===== src/rtl/cp0_regfile.sv =====
// ---------------------------------------------------------------------------
// cp0_regfile
// Parametrised MIPS CP0 register file. It sits beside the MEM/WB stage and
// takes MTC0 writes plus exception/ERET commits from the commit stage. MFC0
// reads are combinational and show the values held before the clock edge.
//
// Ports
//   clk            clock; every register updates on its rising edge
//   rst            asynchronous, active-low reset
//   we_i           MTC0 write enable
//   waddr_i        MTC0 register number
//   raddr_i        MFC0 register number
//   data_i         MTC0 write data
//   data_o         MFC0 read data (combinational)
//   int_i          level-sensitive hardware interrupt lines
//   exc_valid_i    an exception commits this cycle
//   exc_code_i     ExcCode of the committing exception
//   exc_pc_i       PC of the faulting instruction
//   exc_bd_i       the faulting instruction is in a branch delay slot
//   exc_badvaddr_i faulting address, captured for AdEL/AdES
//   eret_i         an ERET commits this cycle
//   count_o, compare_o, status_o, cause_o, epc_o   register contents
//   int_o          interrupt request to the pipeline
//   timer_int_o    timer interrupt pending (Cause.TI)
// ---------------------------------------------------------------------------
module cp0_regfile #(
  parameter int          HW_INT_NUM   = 6,
  parameter int          COUNT_DIV    = 2,
  parameter logic [31:0] PRID_VALUE   = 32'h0000_4220,
  parameter logic [31:0] CONFIG_VALUE = 32'h0000_0000
) (
  input  logic                  clk,
  input  logic                  rst,
  input  logic                  we_i,
  input  logic [4:0]            waddr_i,
  input  logic [4:0]            raddr_i,
  input  logic [31:0]           data_i,
  output logic [31:0]           data_o,
  input  logic [HW_INT_NUM-1:0] int_i,
  input  logic                  exc_valid_i,
  input  logic [4:0]            exc_code_i,
  input  logic [31:0]           exc_pc_i,
  input  logic                  exc_bd_i,
  input  logic [31:0]           exc_badvaddr_i,
  input  logic                  eret_i,
  output logic [31:0]           count_o,
  output logic [31:0]           compare_o,
  output logic [31:0]           status_o,
  output logic [31:0]           cause_o,
  output logic [31:0]           epc_o,
  output logic                  int_o,
  output logic                  timer_int_o
);

  localparam logic [4:0] REG_BADVADDR = 5'd8;
  localparam logic [4:0] REG_COUNT    = 5'd9;
  localparam logic [4:0] REG_COMPARE  = 5'd11;
  localparam logic [4:0] REG_STATUS   = 5'd12;
  localparam logic [4:0] REG_CAUSE    = 5'd13;
  localparam logic [4:0] REG_EPC      = 5'd14;
  localparam logic [4:0] REG_PRID     = 5'd15;
  localparam logic [4:0] REG_CONFIG   = 5'd16;

  // Prescaler width; a divide-by-one still keeps a one-bit phase register
  // that simply sits at zero and wraps every cycle.
  localparam int          PW       = (COUNT_DIV > 1) ? $clog2(COUNT_DIV) : 1;
  localparam logic [PW-1:0] DIV_LAST = PW'(COUNT_DIV - 1);

  logic [31:0]           count_q;
  logic [31:0]           compare_q;
  logic [31:0]           epc_q;
  logic [31:0]           badvaddr_q;
  logic [PW-1:0]         presc_q;
  logic [7:0]            im_q;
  logic                  exl_q;
  logic                  ie_q;
  logic                  bd_q;
  logic                  ti_q;
  logic [1:0]            ip_sw_q;
  logic [4:0]            exc_code_q;
  logic [HW_INT_NUM-1:0] hw_q;

  logic        wr_count;
  logic        wr_compare;
  logic        wr_status;
  logic        wr_cause;
  logic        wr_epc;
  logic        presc_wrap;
  logic        count_inc;
  logic [31:0] count_plus;
  logic        timer_hit;
  logic [5:0]  hw_ip;
  logic [5:0]  ip_hi;
  logic [31:0] status_val;
  logic [31:0] cause_val;

  // MTC0 decode. An exception owns Status, Cause and EPC in its cycle and an
  // ERET owns Status, so a same-cycle MTC0 to those registers is dropped.
  // Count and Compare are never touched by commits and always accept writes.
  assign wr_count   = we_i && (waddr_i == REG_COUNT);
  assign wr_compare = we_i && (waddr_i == REG_COMPARE);
  assign wr_status  = we_i && (waddr_i == REG_STATUS) && !exc_valid_i && !eret_i;
  assign wr_cause   = we_i && (waddr_i == REG_CAUSE) && !exc_valid_i;
  assign wr_epc     = we_i && (waddr_i == REG_EPC) && !exc_valid_i;

  // A Count write overrides the increment that would otherwise happen on a
  // prescaler wrap, so the match detector must only see real increments.
  assign presc_wrap = (presc_q == DIV_LAST);
  assign count_inc  = presc_wrap && !wr_count;
  assign count_plus = count_q + 32'd1;
  assign timer_hit  = count_inc && (count_plus == compare_q) && (compare_q != 32'd0);

  // Pad the sampled lines out to the full six IP bits; the timer flag shares
  // the top line.
  always_comb begin
    hw_ip                 = '0;
    hw_ip[HW_INT_NUM-1:0] = hw_q;
  end

  assign ip_hi = hw_ip | {ti_q, 5'b0};

  assign status_val = {9'b0, 1'b1, 6'b0, im_q, 6'b0, exl_q, ie_q};
  assign cause_val  = {bd_q, ti_q, 14'b0, ip_hi, ip_sw_q, 1'b0, exc_code_q, 2'b0};

  always_ff @(posedge clk or negedge rst) begin
    if (!rst) begin
      count_q <= '0;
      presc_q <= '0;
    end else if (wr_count) begin
      count_q <= data_i;
      presc_q <= '0;
    end else begin
      if (count_inc) begin
        count_q <= count_plus;
      end
      presc_q <= presc_wrap ? '0 : presc_q + PW'(1);
    end
  end

  // TI is sticky; only a Compare write clears it, and that write wins over a
  // match landing on the same edge.
  always_ff @(posedge clk or negedge rst) begin
    if (!rst) begin
      compare_q <= '0;
      ti_q      <= 1'b0;
    end else if (wr_compare) begin
      compare_q <= data_i;
      ti_q      <= 1'b0;
    end else if (timer_hit) begin
      ti_q <= 1'b1;
    end
  end

  always_ff @(posedge clk or negedge rst) begin
    if (!rst) begin
      im_q  <= '0;
      exl_q <= 1'b0;
      ie_q  <= 1'b0;
    end else if (exc_valid_i) begin
      exl_q <= 1'b1;
    end else if (eret_i) begin
      exl_q <= 1'b0;
    end else if (wr_status) begin
      im_q  <= data_i[15:8];
      exl_q <= data_i[1];
      ie_q  <= data_i[0];
    end
  end

  // EPC and BD are only captured on the outermost exception; a nested one
  // (EXL already set) keeps the original return point.
  always_ff @(posedge clk or negedge rst) begin
    if (!rst) begin
      bd_q       <= 1'b0;
      exc_code_q <= '0;
      ip_sw_q    <= '0;
      epc_q      <= '0;
      badvaddr_q <= '0;
    end else if (exc_valid_i) begin
      exc_code_q <= exc_code_i;
      if (!exl_q) begin
        bd_q  <= exc_bd_i;
        epc_q <= exc_bd_i ? (exc_pc_i - 32'd4) : exc_pc_i;
      end
      if ((exc_code_i == 5'd4) || (exc_code_i == 5'd5)) begin
        badvaddr_q <= exc_badvaddr_i;
      end
    end else begin
      if (wr_cause) begin
        ip_sw_q <= data_i[9:8];
      end
      if (wr_epc) begin
        epc_q <= data_i;
      end
    end
  end

  always_ff @(posedge clk or negedge rst) begin
    if (!rst) begin
      hw_q <= '0;
    end else begin
      hw_q <= int_i;
    end
  end

  always_comb begin
    data_o = 32'd0;
    case (raddr_i)
      REG_BADVADDR: data_o = badvaddr_q;
      REG_COUNT:    data_o = count_q;
      REG_COMPARE:  data_o = compare_q;
      REG_STATUS:   data_o = status_val;
      REG_CAUSE:    data_o = cause_val;
      REG_EPC:      data_o = epc_q;
      REG_PRID:     data_o = PRID_VALUE;
      REG_CONFIG:   data_o = CONFIG_VALUE;
      default:      data_o = 32'd0;
    endcase
  end

  assign count_o     = count_q;
  assign compare_o   = compare_q;
  assign status_o    = status_val;
  assign cause_o     = cause_val;
  assign epc_o       = epc_q;
  assign timer_int_o = ti_q;
  assign int_o       = ie_q && !exl_q && (|(cause_val[15:8] & im_q));

endmodule


===== config.mk =====
export PLATFORM = sky130hd
export DESIGN_NAME = cp0_regfile
export DESIGN_NICKNAME = d
export VERILOG_FILES = /design/src/rtl/cp0_regfile.sv
export SDC_FILE = /design/constraint.sdc
export NUM_CORES = 1
export LEC_CHECK = 0
export BUFFER_PORTS_ARGS = -buffer_cell sky130_fd_sc_hd__buf_4
export CAP_MARGIN = 0
export CORE_MARGIN = 2
export CORE_UTILIZATION = 35
export DETAILED_ROUTE_END_ITERATION = 10
export PLACE_DENSITY = 0.64
export SYNTH_ARGS = -nofsm -noshare
export SYNTH_HDL_FRONTEND = slang
export SYNTH_SLANG_ARGS = --single-unit

===== constraint.sdc =====
create_clock -name clk -period 2.6 [get_ports clk]
set_clock_uncertainty 0.1 [all_clocks]
set_input_delay 0.13 -clock clk [delete_from_list [all_inputs] [get_ports clk]]
set_output_delay 0.13 -clock clk [all_outputs]
set_load 0.02 [all_outputs]

==> summary.txt <==
STA
  • Final setup viols: 0
  • Final critical-path share of the clock period: between 90% and 100%
  • FMAX: roughly 400 MHz
  • RSZ-0062 raised after global routing: no
  • Fin. max-slew vios: 0
  • Fin worst setup slack: 0.08397 ns
  • Fin crit period: around 2.5 ns
  • Setup_tns: 0 ns
  • Worst-margin pin slew: 0.7233 ns
  • Hold Fails Final Rpt: 0
  • Worst relative slew slack: roughly half
  • Worst Hold Slack: 0.02085 ns

Yosys
  • Syn_area_per_cell: 9.311 µm²
  • Number of synthesized flops with an enable pin: 0
  • Synth Flop Type: dfrtp_1
  • Post-Syn Area: 0.009525 mm²
  • Post-synthesis instance total: between 1000 and 1500
  • Sequential-to-total area share from yosys stat: 40.46%
  • Synth Warn #: 0
  • Yosys reg bits: 154
  • Yosys cell types: between 50 and 60
  • Asr flop ratio synth: 100.0%

Global routing
  • Met2 usage: 41.54%
  • Overall routing resource usage: 25.68%
  • GRT Max-Usage Layer: met2
  • Routing usage on met3: 5.401%
  • Largest net degree at the start of global routing: 52
  • Overflow after GRT: 0
  • First-pass GRT wire length: 55720 µm
  • Antenna violations before repair: 0
  • Routing usage on met1: 34.28%
  • Vias in the first global route: ~9400

Layout
  • Filler cells: approximately 2500
  • Multi-input logic area: 0.005152 mm²
  • Non-Filler Instances: ~1800
  • Register area: 0.003855 mm²
  • Share of layout cells above drive strength 1: 35.07%
  • Most frequent cells in the layout: buf_4 (350), dfrtp_1 (153), nand2_1 (135)
  • Fin nets: ~1500
  • Final core occ: 51.12%
  • Commonest non-fill, non-tap cell in the layout: buf_4
  • # diodes: 0
  • Area grow syn2layout: 43.83%

Clock tree
  • Clk slew on worst S/H paths: 0.07 ns
  • CTS max path bufs: 2
  • Post-CTS Setup Inserts: 0
  • Clk Latency, worst-skew pair: ~0.43 ns
  • H-tree levels: 4
  • Root buffer cell: clkbuf_16
  • Clk sinks: 154
  • CTS Buf Count: 17
  • CTS tree: done

Placement
  • Port buffer count: 277
  • GPL Wtd Cong: slightly below 0.9
  • Dpl hpwl: 27600 µm
  • Dpl cells: around 1600
  • Pre-CTS setup slack: 0.002758 ns

Worst setup path
  • Worst EP arrival: 2.77 ns
  • Crit path kind: input pin to flop
  • Worst Path Max Fanout: 4
  • Crit path required time: 2.86 ns
  • Endpoint type of the worst setup path: flop
  • Startpoint types: input pin

Die
  • Die ar.: 0.02855 mm²
  • I/O pins: 317
  • Die X: 169.0 µm
  • Initial core utilization: about 36%
  • Core footprint: 0.02680 mm²
  • Row Count: 60
  • Die height: 169.0 µm

Power
  • LEAKAGE: 6.186 nW
  • Cell Pwr Density: around 700 mW/mm²
  • Peak VDD IR: around 0.45 mV

Worst hold path
  • Worst hold path class: input pin to flop

Routing
  • Via count: around 9400
  • DRC violations left: 0
  • Via-to-Cell Ratio: 5.341
  • DRT Wirelength: 37020 µm
  • Wire per inst: 21.06 µm
  • DRT iter0 DRCs: 621
  • Drt first pass iters: 7
  • Antenna viol nets, final: 0

Run
  • MaxCap Viol Count: 0

Outcome
  • Status: complete, no violations
## state kept, by name, indices dropped and copies added (netlist names)
signal	cells
presc_q	1
bd_q	1
hw_ip	6
timer_int_o	1
badvaddr_q	32
im_q	8
ip_sw_q	2
exc_code_q	5
epc_o	32
count_o	32
exl_q	1
ie_q	1
compare_o	32
## where the power goes
part	switching [mW]	internal [mW]
registers	0.549	2.88
clock network	1.08	1.57
logic	1.96	1.65
## logic make-up (layout without fill, tap and decap cells)
| kind of cell | after synthesis | after routing | synth area share, % |
|---|---|---|---|
| compound gates | 195 | 195 | 12.69 |
| xor+xnor | 98 | 98 | 9.011 |
| fa+ha+maj | 2 | 2 | 0.2627 |
| buf+inv | 131 | 488 | 7.198 |
| flops | 154 | 154 | 40.46 |
| mux | 112 | 112 | 13.02 |
| other cells | 2 | 39 | 0.07884 |
| simple gates | 329 | 329 | 17.29 |
## critical path: stages
cell and delay (ns):
dlygate4sd3_1 0.55, buf_4 0.16, or4_4 0.52, or3_1 0.34, or4_1 0.46, nand2b_1 0.19
xnor2_1 0.19, mux2i_1 0.10, o21ai_1 0.13
## repair_timing
item	in CTS	in global routing
endpoints found under the hold margin	240	0
resized for setup	1	1
hold buffers	93	0
setup endpoints to repair	1	2
pin swaps	0	1
cloned	0	0
## worst paths after layout
check / start / to / slack, ns / cells past startpoint
hold reg to reg: badvaddr_q[23] / badvaddr_q[23] / 0.41 / 1
max in group asynchronous: rst / compare_o[3] / 1.47 / 3
setup reg to reg: count_o[1] / timer_int_o / 0.12 / 7
hold / removal: exc_pc_i[11] / epc_o[11] / 0.02 / 5
min in group asynchronous: rst / epc_o[20] / 0.11 / 2
setup / recovery: exc_pc_i[22] / epc_o[30] / 0.08 / 9
## through the flow
| stage | cell area (µm²) | power, mW |
|---|---|---|
| 2_1_floorplan | 9672 | 5.288 |
| 3_3_place_gp | 12150 | 6.888 |
| 3_5_place_dp | 12150 | 6.927 |
| 4_1_cts | 13700 | 9.705 |
| 5_1_grt | 13700 | 10.15 |
| 6_report | 13700 | 9.687 |
## synthesized netlist by cell type, drive strengths merged (4+ instances only)
cell	instances	share of area [%]
nor2	35	1.4
clkbuf	59	2.3
buf	62	4.5
dfrtp	154	40
and2	5	0.33
nand2b	10	0.66
and3b	4	0.37
xnor2	56	5.1
a22oi	47	3.7
mux2	95	11
nor3b	4	0.32
a21oi	11	0.58
xor2	42	3.9
inv	10	0.39
a222oi	6	0.63
nand2	135	5.3
mux2i	17	1.8
or3	5	0.33
nor2b	4	0.26
nor4	22	1.6
nor3	18	1.1
and3	10	0.66
or4	5	0.47
nand4	22	1.4
o21ai	106	5.6
nand3	37	1.9
## metal layers
metal	share of wire [%]	wire [µm]
met1	43	16110
met2	47	17330
met3	7.1	2624
met4	2.6	967
met5	0	0
## area by class of cell
class | count | share of cell area, %
clock buffer | 19 | 3.306
clock inverter | 13 | 1.215
inverter | 10 | 0.2740
multi-input combinational | 775 | 37.61
sequential | 154 | 28.14
tap | 341 | 3.114
timing repair buffer | 446 | 26.35
Power figures use the tool's default switching activity.
